==> src/rtl/ldpc_pkg.sv <==
// Shared types and constants for the LDPC decoder datapath blocks.
package ldpc_pkg;

  localparam int LDPC_DATA_W  = 2304;
  localparam int LDPC_CHUNK_W = 96;

  typedef logic [3:0] slice_cnt_t;

  typedef enum logic [1:0] {
    IDLE,
    ACCUM,
    DRAIN,
    DONE
  } state_e;

  function automatic int clog2(input int value);
    int result;
    result = 0;
    for (int i = 0; i < 31; i++) begin
      if ((1 << i) < value) result = i + 1;
    end
    return result;
  endfunction

endpackage

==> src/rtl/popcount_chunk.sv <==
// Combinational population count of one CHUNK_W-bit word, built from LUT_W-bit slices.
module popcount_chunk
  import ldpc_pkg::*;
#(
  parameter int CHUNK_W = LDPC_CHUNK_W,
  parameter int LUT_W   = 8,
  parameter int OUT_W   = clog2(CHUNK_W + 1)
) (
  input  logic [CHUNK_W-1:0] data_i,
  output logic [OUT_W-1:0]   cnt_o
);

  localparam int N_SLICES = CHUNK_W / LUT_W;

  slice_cnt_t slice_cnt [N_SLICES];

  genvar gi;
  generate
    for (gi = 0; gi < N_SLICES; gi++) begin : g_slice
      slice_cnt_t cnt;
      always_comb begin
        cnt = '0;
        for (int j = 0; j < LUT_W; j++) begin
          cnt = cnt + slice_cnt_t'(data_i[gi*LUT_W + j]);
        end
      end
      assign slice_cnt[gi] = cnt;
    end
  endgenerate

  // Slice sums are small; synthesis balances this chain into an adder tree.
  always_comb begin
    cnt_o = '0;
    for (int s = 0; s < N_SLICES; s++) begin
      cnt_o = cnt_o + OUT_W'(slice_cnt[s]);
    end
  end

endmodule

==> src/rtl/ldpc_syndrome_counter.sv <==
// Streaming frame-weight counter: beat popcount (stage P), accumulate (stage A), flagged result.
module ldpc_syndrome_counter
  import ldpc_pkg::*;
#(
  parameter int DATA_W  = LDPC_DATA_W,
  parameter int CHUNK_W = LDPC_CHUNK_W,
  parameter int LUT_W   = 8,
  parameter int COUNT_W = 12
) (
  input  logic               clk,
  input  logic               rst,
  input  logic [CHUNK_W-1:0] in_data,
  input  logic               in_valid,
  input  logic               in_last,
  output logic               in_ready,
  input  logic [COUNT_W-1:0] thr,
  output logic [COUNT_W-1:0] out_cnt,
  output logic               out_zero,
  output logic               out_below,
  output logic               out_err,
  output logic               out_valid,
  input  logic               out_ready
);

  localparam int BEATS  = DATA_W / CHUNK_W;
  localparam int PC_W   = clog2(CHUNK_W + 1);
  localparam int BEAT_W = (BEATS > 1) ? clog2(BEATS) : 1;
  localparam logic [BEAT_W-1:0] LAST_IDX = BEAT_W'(BEATS - 1);

  state_e              state_q;
  logic                in_ready_q;
  logic [BEAT_W-1:0]   beat_q;
  logic [COUNT_W-1:0]  thr_q;
  logic                err_q;

  logic                p_valid_q;
  logic                p_first_q;
  logic                p_last_q;
  logic [PC_W-1:0]     p_cnt_q;
  logic                a_last_q;
  logic [COUNT_W-1:0]  acc_q;
  logic [COUNT_W-1:0]  acc_d;

  logic                out_valid_q;
  logic [COUNT_W-1:0]  out_cnt_q;
  logic                out_zero_q;
  logic                out_below_q;
  logic                out_err_q;

  logic                accept;
  logic                first_beat;
  logic [BEAT_W-1:0]   beat_idx;
  logic                idx_final;
  logic                frame_end;
  logic                len_err;
  logic [PC_W-1:0]     chunk_cnt;

  popcount_chunk #(
    .CHUNK_W (CHUNK_W),
    .LUT_W   (LUT_W),
    .OUT_W   (PC_W)
  ) u_popcount (
    .data_i (in_data),
    .cnt_o  (chunk_cnt)
  );

  // A frame closes on in_last or on the last legal beat, whichever comes first;
  // disagreement between the two is a length error.
  always_comb begin
    accept     = in_valid && in_ready_q;
    first_beat = (state_q == IDLE);
    beat_idx   = first_beat ? '0 : beat_q;
    idx_final  = (beat_idx == LAST_IDX);
    frame_end  = in_last || idx_final;
    len_err    = (in_last != idx_final);
  end

  always_comb begin
    acc_d = p_first_q ? COUNT_W'(p_cnt_q) : acc_q + COUNT_W'(p_cnt_q);
  end

  always_ff @(posedge clk) begin
    if (rst) begin
      p_valid_q <= 1'b0;
      p_first_q <= 1'b0;
      p_last_q  <= 1'b0;
      p_cnt_q   <= '0;
      a_last_q  <= 1'b0;
      acc_q     <= '0;
    end else begin
      p_valid_q <= accept;
      if (accept) begin
        p_cnt_q   <= chunk_cnt;
        p_first_q <= first_beat;
        p_last_q  <= frame_end;
      end
      a_last_q <= p_valid_q && p_last_q;
      if (p_valid_q) acc_q <= acc_d;
    end
  end

  always_ff @(posedge clk) begin
    if (rst) begin
      state_q     <= IDLE;
      in_ready_q  <= 1'b1;
      beat_q      <= '0;
      thr_q       <= '0;
      err_q       <= 1'b0;
      out_valid_q <= 1'b0;
      out_cnt_q   <= '0;
      out_zero_q  <= 1'b0;
      out_below_q <= 1'b0;
      out_err_q   <= 1'b0;
    end else begin
      case (state_q)
        IDLE: begin
          if (accept) begin
            thr_q  <= thr;
            err_q  <= len_err;
            beat_q <= BEAT_W'(1);
            if (frame_end) begin
              state_q    <= DRAIN;
              in_ready_q <= 1'b0;
            end else begin
              state_q <= ACCUM;
            end
          end
        end
        ACCUM: begin
          if (accept) begin
            beat_q <= beat_q + BEAT_W'(1);
            if (frame_end) begin
              err_q      <= len_err;
              state_q    <= DRAIN;
              in_ready_q <= 1'b0;
            end
          end
        end
        DRAIN: begin
          // a_last_q marks the cycle in which acc_q already holds the final beat.
          if (a_last_q) begin
            state_q     <= DONE;
            out_valid_q <= 1'b1;
            out_cnt_q   <= acc_q;
            out_zero_q  <= (acc_q == '0);
            out_below_q <= (acc_q < thr_q);
            out_err_q   <= err_q;
          end
        end
        DONE: begin
          if (out_ready) begin
            state_q     <= IDLE;
            out_valid_q <= 1'b0;
            in_ready_q  <= 1'b1;
          end
        end
        default: state_q <= IDLE;
      endcase
    end
  end

  assign in_ready  = in_ready_q;
  assign out_valid = out_valid_q;
  assign out_cnt   = out_cnt_q;
  assign out_zero  = out_zero_q;
  assign out_below = out_below_q;
  assign out_err   = out_err_q;

endmodule
==> config.mk <==
export PLATFORM = sky130hd
export DESIGN_NAME = ldpc_syndrome_counter
export DESIGN_NICKNAME = d
export VERILOG_FILES = /design/src/rtl/ldpc_pkg.sv /design/src/rtl/popcount_chunk.sv /design/src/rtl/ldpc_syndrome_counter.sv
export SDC_FILE = /design/constraint.sdc
export NUM_CORES = 1
export LEC_CHECK = 0
export BUFFER_PORTS_ARGS = -buffer_cell sky130_fd_sc_hd__buf_2
export CAP_MARGIN = 20
export CORE_ASPECT_RATIO = 0.6
export CORE_MARGIN = 4
export CORE_UTILIZATION = 57
export DETAILED_ROUTE_END_ITERATION = 8
export MAX_ROUTING_LAYER = met4
export PLACE_DENSITY = 0.83
export RECOVER_POWER = 50
export SYNTH_ARGS = -nofsm -noshare
export SYNTH_HDL_FRONTEND = slang
export SYNTH_SLANG_ARGS = --single-unit
==> constraint.sdc <==
create_clock -name clk -period 12 [get_ports clk]
set_clock_uncertainty 0.1 [all_clocks]
set_input_delay 2.4 -clock clk [delete_from_list [all_inputs] [get_ports clk]]
set_output_delay 2.4 -clock clk [all_outputs]
set_load 0.02 [all_outputs]
==> metrics.md, run 1 <==
| Metric | Value |
|---|---|
| Postcts setup bufs | `0` |
| Final Instance Area | `7330 sq um` |
| CTS buffer count | `9` |
| Violated checks | `max-capacitance violations, max-slew violations` |
| Mapped cell area | `approximately 6300 sq um` |
| #FFs+latches synth | `60` |
| DR vias/cell | `5.10` |
| Setup TNS | `0 ns` |
| Critical Path Max Stage Delay | `0.57 ns` |
| CTS Buffer Depth | `2` |
| First-pass GRT wire length | `roughly 23000 microns` |
| GPL Wtd Cong | `between 0.9 and 1` |
| Post-Place Setup Slack | `2.33 ns` |
| Htree depth | `3` |
| Avg WL per Cell | `13.8 microns` |
| CTS Sinks | `60` |
| Ys flop type | `dfxtp_1` |
| Hold Crit Class | `reg2reg` |
| CTS Root Cell | `clkbuf_16` |
| Share of the synthesized area in the top cell type | `26.7%` |
| CP max-delay cell | `fa_1` |
| Arr. time, crit path | `9.38 ns` |
| Fraction of registers with async set/reset | `0%` |
| Reg clk slew, reported paths | `0.05 ns` |
| GRT overflow | `0` |
| IO buf count | `129` |
| Vias in the first global route | `5083` |
| Required time of the critical path | `11.99 ns` |
| Area fraction in compound gates after synthesis | `a little under an eighth` |
| Ys Warns | `0` |
| N_diodes | `0` |
| Layout cell share with drive strength beyond 1 | `15.8%` |
| Die Y-Extent | `89.4 microns` |
| Via count | `5021` |
| GR Util All Layers | `23.5%` |
| F_max | `0.106 GHz` |
| Synthesized net count | `993` |
| Die Span X | `144 microns` |
| CP Max Fanout | `2` |
| Unrepaired setup endpoints after global routing | `false` |
| Most frequent cell after synthesis | `inv_1` |
| Core area | `10700 sq um` |
| Initial Utilization | `approximately 60%` |
| ANT nets after route | `0` |
| Post-Synth XOR/XNOR Area | `3.34%` |
| Final nets | `1115` |
| Row count | `29` |
| Final Cycle Share | `78.3%` |
| EDFF count, synth | `0` |
| Initial DRC Count | `246` |
| Area delta synth->final | `16.6%` |
| Yosys top cell by area | `fa_1` |
| Setup Crit Path Kind | `in2reg` |
| Post-Synth Adder-Cell Area | `41.9%` |
| Routed wire length | `approximately 14000 microns` |
| Most frequent CP cell | `fa_1` |
| Worst-Margin Slew | `2.53 ns` |
| Post-DP HPWL | `11100 microns` |
| Hold buffer count at cts | `0` |
| Post-synthesis simple-gate area fraction | `11.0%` |
| Avg Cell Area, Syn | `8.73 sq um` |
| Placed Area | `7030 sq um` |
| Io pins | `130` |
| Multiplexer share of the synthesized area | `0.796%` |
| Main combinational cell family by area after synthesis | `adder cells` |
| Cts repair resizes | `0` |
| Synth top area cells | `fa_1 27%, dfxtp_1 19%, ha_1 15%, inv_1 11%, nand2_1 4.6%` |
| Drt drc | `0` |
| Fillers | `838` |
| Register area share after synthesis | `19.1%` |
| Crit path capture type | `register` |
| Synth cell count leaders | `184 x inv_1, 84 x fa_1, 77 x nand2_1` |
| Slew Limit Headroom | `-68.7%` |
| Hold Fails Final Rpt | `0` |
| Max-slew violations | `58` |
| Largest net degree at the start of global routing | `58` |
| Total of max-cap violations | `1` |
| Outcome | `finished with violations` |
| Tmin final | `9.39 ns` |
| Worst setup margin | `2.61 ns` |
| Die Area | `between 10000 and 15000 sq um` |
| Worst-Skew Late Latency | `0.33 ns` |
| Synth cell types | `48` |
| TritonCTS clock tree | `built` |
| Initial antenna violation count | `0` |
| Detailed Routing Iterations Pass 1 | `6` |
| Setup Viol. Count Final | `0` |
| CP startpoint kind | `input port` |
| Critical Path, Cell by Cell | `buf_2 > ha_1 > inv_1 > fa_1 > fa_1 > fa_1 > fa_1 > inv_1 > ha_1 > a21o_1 > a21oi_1 > xnor2_1 > fa_1 > inv_1 > fa_1 > fa_1 > fa_1 > fa_1 > inv_1 > fa_1 > a21o_1 > a21oi_1 > xnor2_1 > a211oi_1` |
| Cells after Synth | `720` |
[area by class of cell]
| cell class | count | area [sq um] | area share (%) |
|---|---|---|---|
| sequential | 60 | 1200 | 16.4 |
| inverter | 184 | 691 | 9.42 |
| tap | 139 | 174 | 2.37 |
| clock inverter | 6 | 90.1 | 1.23 |
| timing repair buffer | 129 | 629 | 8.58 |
| clock buffer | 9 | 225 | 3.07 |
| multi-input combinational | 458 | 4320 | 58.9 |
[sequential cells by signal, summed over array words and instances (netlist names), 2 cells and up]
| name | count |
|---|---|
| acc_q | 12 |
| out_cnt | 12 |
| thr_q | 12 |
| p_cnt_q | 7 |
| beat_q | 5 |
| state_q | 2 |
[per-layer routing]
layer / part of all wire (%) / GRT usage [%]
met4: 1.0 / 4.27
met2: 44 / 35.4
met3: 7.4 / 6.31
met1: 48 / 32.5
met5: 0 / -
[kinds of logic (layout without fill, tap and decap cells)]
logic type	Yosys count	count (layout)
DFF	60	60
buffers and inverters	202	328
muxes	5	5
and+or+nand+nor	153	153
AOI/OAI and AO/OA	116	116
adders and majority gates	160	160
xor gates and xnor gates	24	24
[placed cells by master (no fill, tap or decap), types with 2 or more instances in the layout]
cell type	Yosys	final
inv_1	184	184
buf_2	0	116
fa_1	84	84
nand2_1	77	77
ha_1	76	76
dfxtp_1	60	60
a21oi_1	47	47
nor2_1	30	30
nor2b_1	17	17
xnor2_1	17	17
a211oi_1	15	15
o21ai_0	13	13
clkbuf_1	15	13
o21a_1	10	10
a21o_1	10	10
clkbuf_16	0	9
xor2_1	7	7
nor3_1	5	5
mux2i_1	5	5
nand3_1	4	4
a22oi_1	4	4
nand2b_1	3	3
and3_1	3	3
nor4_1	3	3
a311oi_1	3	3
and2_1	2	2
o31ai_1	2	2
clkinv_4	0	2
bufinv_16	0	2
[critical path, delay by kind of cell]
family,cells,cell delay (ns)
adder cells (fa/ha/maj),12,5.57
AO/OA/AOI/OAI,5,0.79
buffers and inverters,5,0.34
XOR/XNOR,2,0.28
[stage by stage]
| stage | utilization, % | std cells | hold slack (ns) |
|---|---|---|---|
| 6_report | 68.7 | 985 | 0.350 |
| 5_1_grt | 68.7 | 985 | 0.378 |
| 4_1_cts | 68.9 | 985 | 0.352 |
| 3_5_place_dp | 65.9 | 970 | 0.345 |
| 3_3_place_gp | 65.9 | 970 | 0.338 |
| 2_1_floorplan | - | 720 | 0.319 |
[path summary, 6_finish.rpt]
| path | start | end | slack [ns] | cells past startpoint |
|---|---|---|---|---|
| min reg2reg | out_zero$_SDFFE_PP0P_ | out_zero$_SDFFE_PP0P_ | 0.35 | 2 |
| max | in_data[8] | p_cnt_q[6]$_SDFFE_PP0P_ | 2.61 | 24 |
| max reg2reg | state_q[0]$_SDFFE_PP0P_ | state_q[0]$_SDFFE_PP0P_ | 9.12 | 8 |
| min | out_zero$_SDFFE_PP0P_ | out_zero$_SDFFE_PP0P_ | 0.35 | 2 |
Power of run 1 is not shown: default switching activity piles up to over one toggle a cycle in this logic, so the estimate is an artifact.
==> run 2: changes to the inputs <==
==> constraint.sdc (replaced) <==
create_clock -name clk -period 9.75 [get_ports clk]
set_clock_uncertainty 0.1 [all_clocks]
set_input_delay 1.95 -clock clk [delete_from_list [all_inputs] [get_ports clk]]
set_output_delay 1.95 -clock clk [all_outputs]
set_load 0.02 [all_outputs]
==> metrics.md, run 2 (synthesis results as in run 1) <==
| Metric | Value |
|---|---|
| ANT nets after route | `0` |
| Setup TNS | `0 ns` |
| Layout cell share with drive strength beyond 1 | `15.9%` |
| Reg2Reg Depth | `8` |
| Unrepaired setup endpoints after global routing | `false` |
| Post-DP HPWL | `roughly 11000 microns` |
| GPL Wtd Cong | `0.916` |
| IO buf count | `around 130` |
| Setup Crit Path Kind | `in2reg` |
| CP startpoint kind | `input port` |
| Arr. time, crit path | `8.87 ns` |
| Avg WL per Cell | `between 10 and 15 microns` |
| Drt drc | `0` |
| Initial DRC Count | `242` |
| Cts repair resizes | `0` |
| Largest net degree at the start of global routing | `58` |
| Commonest non-fill, non-tap cell in the layout | `inv_1` |
| Die Area | `around 13000 sq um` |
| First-pass GRT wire length | `between 20000 and 25000 microns` |
| TritonCTS clock tree | `built` |
| Most frequent cells in the layout | `184 x inv_1, 116 x buf_2, 84 x fa_1, 77 x nand2_1, 76 x ha_1` |
| Worst-Skew Late Latency | `0.33 ns` |
| Via count | `4965` |
| CTS buffer count | `9` |
| Final nets | `around 1.1k` |
| Vias in the first global route | `4945` |
| Area delta synth->final | `16.4%` |
| CP Max Fanout | `2` |
| GR Util All Layers | `22.3%` |
| CTS Sinks | `60` |
| F_max | `0.113 GHz` |
| Slew Limit Headroom | `-64.0%` |
| GRT overflow | `0` |
| DR vias/cell | `5.04` |
| Worst-Margin Slew | `2.46 ns` |
| Total of max-cap violations | `1` |
| Outcome | `finished with violations` |
| Crit path capture type | `register` |
| Reg clk slew, reported paths | `0.05 ns` |
| Violated checks | `max-capacitance violations, max-slew violations` |
| Detailed Routing Iterations Pass 1 | `5` |
| Die Y-Extent | `roughly 89 microns` |
| Initial antenna violation count | `0` |
| Core area | `between 10000 and 15000 sq um` |
| CTS Root Cell | `clkbuf_16` |
| Postcts setup bufs | `0` |
| Final Cycle Share | `about nine tenths` |
| Hold Fails Final Rpt | `0` |
| Tmin final | `just under 9 ns` |
| Required time of the critical path | `9.74 ns` |
| Hold path depth | `2` |
| Row count | `29` |
| Hold Crit Class | `reg2reg` |
| Hold buffer count at cts | `0` |
| Initial Utilization | `between 50 and 60%` |
| CTS Buffer Depth | `2` |
| Io pins | `130` |
| N_diodes | `0` |
| Max-slew violations | `58` |
| Die Span X | `around 140 microns` |
| Setup Viol. Count Final | `0` |
| Routed wire length | `13300 microns` |
| Htree depth | `3` |
==> run 2: cell types whose count changed in the layout (fill, tap and decap cells not counted) <==
cell	change
bufinv_16	-1
clkinvlp_4	+1
inv_6	+1
==> run 2: final timing paths <==
check,from,endpoint,slack (ns)
worst min register to register,out_zero$_SDFFE_PP0P_,out_zero$_SDFFE_PP0P_,0.35
worst max-delay path,in_data[9],p_cnt_q[6]$_SDFFE_PP0P_,0.87
worst max register to register,state_q[0]$_SDFFE_PP0P_,state_q[0]$_SDFFE_PP0P_,6.85
worst min-delay path,out_zero$_SDFFE_PP0P_,out_zero$_SDFFE_PP0P_,0.35
==> run 2: routing by layer <==
| metal | global-route usage (%) | up-vias | share of wire (%) |
|---|---|---|---|
| li1 | - | 2490 | - |
| met1 | 32.2 | 2316 | 50 |
| met2 | 33.6 | 143 | 43 |
| met3 | 3.79 | 16 | 6.5 |
| met4 | 4.10 | 0 | 1.1 |
| met5 | - | - | 0 |
==> run 2: area by class of cell <==
cell class / instances / area [sq um]
inverter: 184 / 691
multi-input combinational: 458 / 4320
fill: 840 / 3350
clock inverter: 7 / 76.3
timing repair buffer: 129 / 629
clock buffer: 9 / 225
sequential: 60 / 1200
tap: 139 / 174
==> run 2: metrics by stage <==
stage | setup slack (ns) | cell area, sq um | cells | utilization (%) | hold slack [ns]
finish | 0.873 | 7320 | 986 | 68.6 | 0.352
global route | 0.518 | 7320 | 986 | 68.6 | 0.377
CTS | 0.902 | 7340 | 986 | 68.8 | 0.352
detailed placement | 0.573 | 7030 | 970 | 65.9 | 0.343
global placement | 0.659 | 7030 | 970 | 65.9 | 0.338
floorplan | 0.968 | 6290 | 720 | - | 0.319
==> run 2: critical path, cell delays in order <==
cell	delay [ns]
buf_2	0.11
ha_1	0.27
inv_1	0.05
fa_1	0.49
fa_1	0.42
fa_1	0.42
fa_1	0.56
inv_1	0.06
ha_1	0.28
a21o_1	0.19
a21oi_1	0.17
xnor2_1	0.14
fa_1	0.55
inv_1	0.05
fa_1	0.50
fa_1	0.51
fa_1	0.51
fa_1	0.55
inv_1	0.07
fa_1	0.45
a21o_1	0.20
a21oi_1	0.16
xnor2_1	0.14
a211oi_1	0.09
Power of run 2 is left out for the same reason.
==> run 3: changes to the inputs <==
--- a/config.mk
+++ b/config.mk
@@ -5,6 +5,7 @@
 export SDC_FILE = /design/constraint.sdc
 export NUM_CORES = 1
 export LEC_CHECK = 0
+export ABC_AREA = 1
 export BUFFER_PORTS_ARGS = -buffer_cell sky130_fd_sc_hd__buf_2
 export CAP_MARGIN = 20
 export CORE_ASPECT_RATIO = 0.6
==> metrics.md, run 3 <==
| Metric | Value |
|---|---|
| Outcome | `complete, no violations` |
| Mapped cell area | `around 6300 sq um` |
| CTS Buffer Depth | `2` |
| GR Util met2 | `33.7%` |
| Largest net degree at the start of global routing | `38` |
| CTS Root Cell | `clkbuf_16` |
| Register area share after synthesis | `19.2%` |
| Io pins | `130` |
| GRT overflow | `0` |
| F_max | `0.115 GHz` |
| Layout cell share with drive strength beyond 1 | `16.9%` |
| Worst-Margin Slew | `0.933 ns` |
| Synth top area cells | `fa_1 27%, dfxtp_1 19%, ha_1 15%, inv_1 13%, nand2_1 4.6%` |
| Yosys top cell by area | `fa_1` |
| Unrepaired setup endpoints after global routing | `false` |
| Final nets | `between 1k and 1.5k` |
| Die Area | `12800 sq um` |
| CP delay by family, top | `adder cells` |
| Hold Crit Class | `reg2reg` |
| FF+latch area | `1200 sq um` |
| Initial antenna violation count | `0` |
| Synth cell count leaders | `217 x inv_1, 84 x fa_1, 76 x ha_1, 76 x nand2_1, 60 x dfxtp_1` |
| Routed wire length | `between 10000 and 15000 microns` |
| Setup TNS | `0 ns` |
| Reg clk slew, reported paths | `0.05 ns` |
| Commonest non-fill, non-tap cell in the layout | `inv_1` |
| GR Util All Layers | `22.7%` |
| Ys flop type | `dfxtp_1` |
| Initial Utilization | `58.9%` |
| Final Cycle Share | `89.3%` |
| CP max-delay cell | `fa_1` |
| Detailed Routing Iterations Pass 1 | `5` |
| Most frequent CP cell | `fa_1` |
| Synthesized net count | `1029` |
| #FFs+latches synth | `60` |
| Hold Fails Final Rpt | `0` |
| Via count | `5109` |
| Avg Cell Area, Syn | `8.28 sq um` |
| Hold buffer count at cts | `0` |
| ANT nets after route | `0` |
| Met1 Use GR | `32.9%` |
| GRT busiest layer | `met2` |
| Cts repair resizes | `0` |
| Max-slew violations | `0` |
| Row count | `29` |
| Ys Warns | `0` |
| Area delta synth->final | `16.3%` |
| Required time of the critical path | `9.86 ns` |
| CP Max Fanout | `4` |
| Most frequent cells in the layout | `218 x inv_1, 119 x buf_2, 84 x fa_1, 77 x nand2_1, 76 x ha_1` |
| TritonCTS clock tree | `built` |
| GPL Wtd Cong | `approximately 0.97` |
| Cells after Synth | `756` |
| Synth cell types | `42` |
| Fillers | `roughly 850` |
| Multi-input logic area | `4160 sq um` |
| Avg WL per Cell | `13.1 microns` |
| Setup Viol. Count Final | `0` |
| Arr. time, crit path | `8.82 ns` |
| EDFF count, synth | `0` |
| DR vias/cell | `approximately 5.0` |
| Total of max-cap violations | `0` |
| WP buf/inv | `5` |
| N_diodes | `0` |
| Die Y-Extent | `slightly below 90 microns` |
| Slew Limit Headroom | `37.8%` |
| Postcts setup bufs | `0` |
| Setup Crit Path Kind | `in2reg` |
| IO buf count | `129` |
| Most frequent cell after synthesis | `inv_1` |
| Die Span X | `143 microns` |
| First-pass GRT wire length | `22400 microns` |
| CTS Sinks | `60` |
| Tmin final | `8.71 ns` |
| Worst-Skew Late Latency | `0.32 ns` |
| Share of the synthesized area in the top cell type | `about 27%` |
| CP startpoint kind | `input port` |
| Htree depth | `3` |
| M3 GR Usage | `4.54%` |
| Fraction of registers with async set/reset | `0%` |
| Drt drc | `0` |
| Vias in the first global route | `just under 5k` |
| Critical Path Max Stage Delay | `0.54 ns` |
| Initial DRC Count | `between 400 and 500` |
| CTS buffer count | `9` |
| Crit path capture type | `register` |
| Post-DP HPWL | `11500 microns` |
| Core area | `10600 sq um` |
-- run 3: cell count changes in the layout (fill, tap and decap cells not counted), sizes merged, moves of 4 or more --
cell and change:
o21ai +42, nand3 +12, or2 +5, nor2 +12
a22oi -4, xnor2 -8, o21a -8, nor2b -17
a211oi -15, nand2 +5, mux2i -5, inv +36
a21o -9, a21oi +8
-- run 3: worst register-to-register path: stages, from the launching register on --
cell	delay (ns)
dfxtp_1	0.33
nand2_1	0.36
inv_4	0.27
nand2_1	0.50
o21ai_1	0.48
nor3_1	0.11
-- run 3: cell type report --
cell class / count / area share [%]
multi-input cells: 463 / 57.2
flip-flops and latches: 60 / 16.5
inverters: 222 / 11.5
repair buffers: 129 / 8.70
clock buffers: 11 / 3.33
well taps: 139 / 2.39
clock inverters: 5 / 0.378
-- run 3: stage by stage --
stage               util (%)  std cells  cell area [sq um]  hold WS, ns  worst slack (ns)
floorplan                  -        756               6260        0.317              1.22
global placement        66.1       1013               7020        0.329             0.974
detailed placement      66.1       1013               7020        0.331             0.739
CTS                     68.6       1029               7290        0.345              1.07
global route            68.5       1029               7280        0.379             0.720
finish                  68.5       1029               7280        0.349              1.04
-- run 3: cell families (layout without fill, tap and decap cells) --
kind of cell    Yosys count  count (layout)  share of synthesized area [%]
compound gates          125             125                           10.6
xor+xnor                 18              18                           2.52
fa+ha+maj               160             160                           42.1
buf+inv                 233             367                           14.3
flops                    60              60                           19.2
simple gates            160             160                           11.4
-- run 3: layer usage --
metal,up-vias,routed length [microns]
li1,2562,-
met1,2336,6640
met2,190,5620
met3,21,1080
met4,0,127
met5,-,0
-- run 3: worst paths after layout --
check | start | endpoint | slack, ns | cells past startpoint
max | in_data[8] | p_cnt_q[6]$_SDFFE_PP0P_ | 1.04 | 25
min | p_last_q$_SDFFE_PP0P_ | a_last_q$_SDFF_PP0_ | 0.35 | 2
max reg2reg | in_ready$_SDFFE_PP1P_ | beat_q[2]$_SDFFE_PP0P_ | 7.47 | 5
min reg2reg | p_last_q$_SDFFE_PP0P_ | a_last_q$_SDFF_PP0_ | 0.35 | 2
Power of run 3 is left out for the same reason.
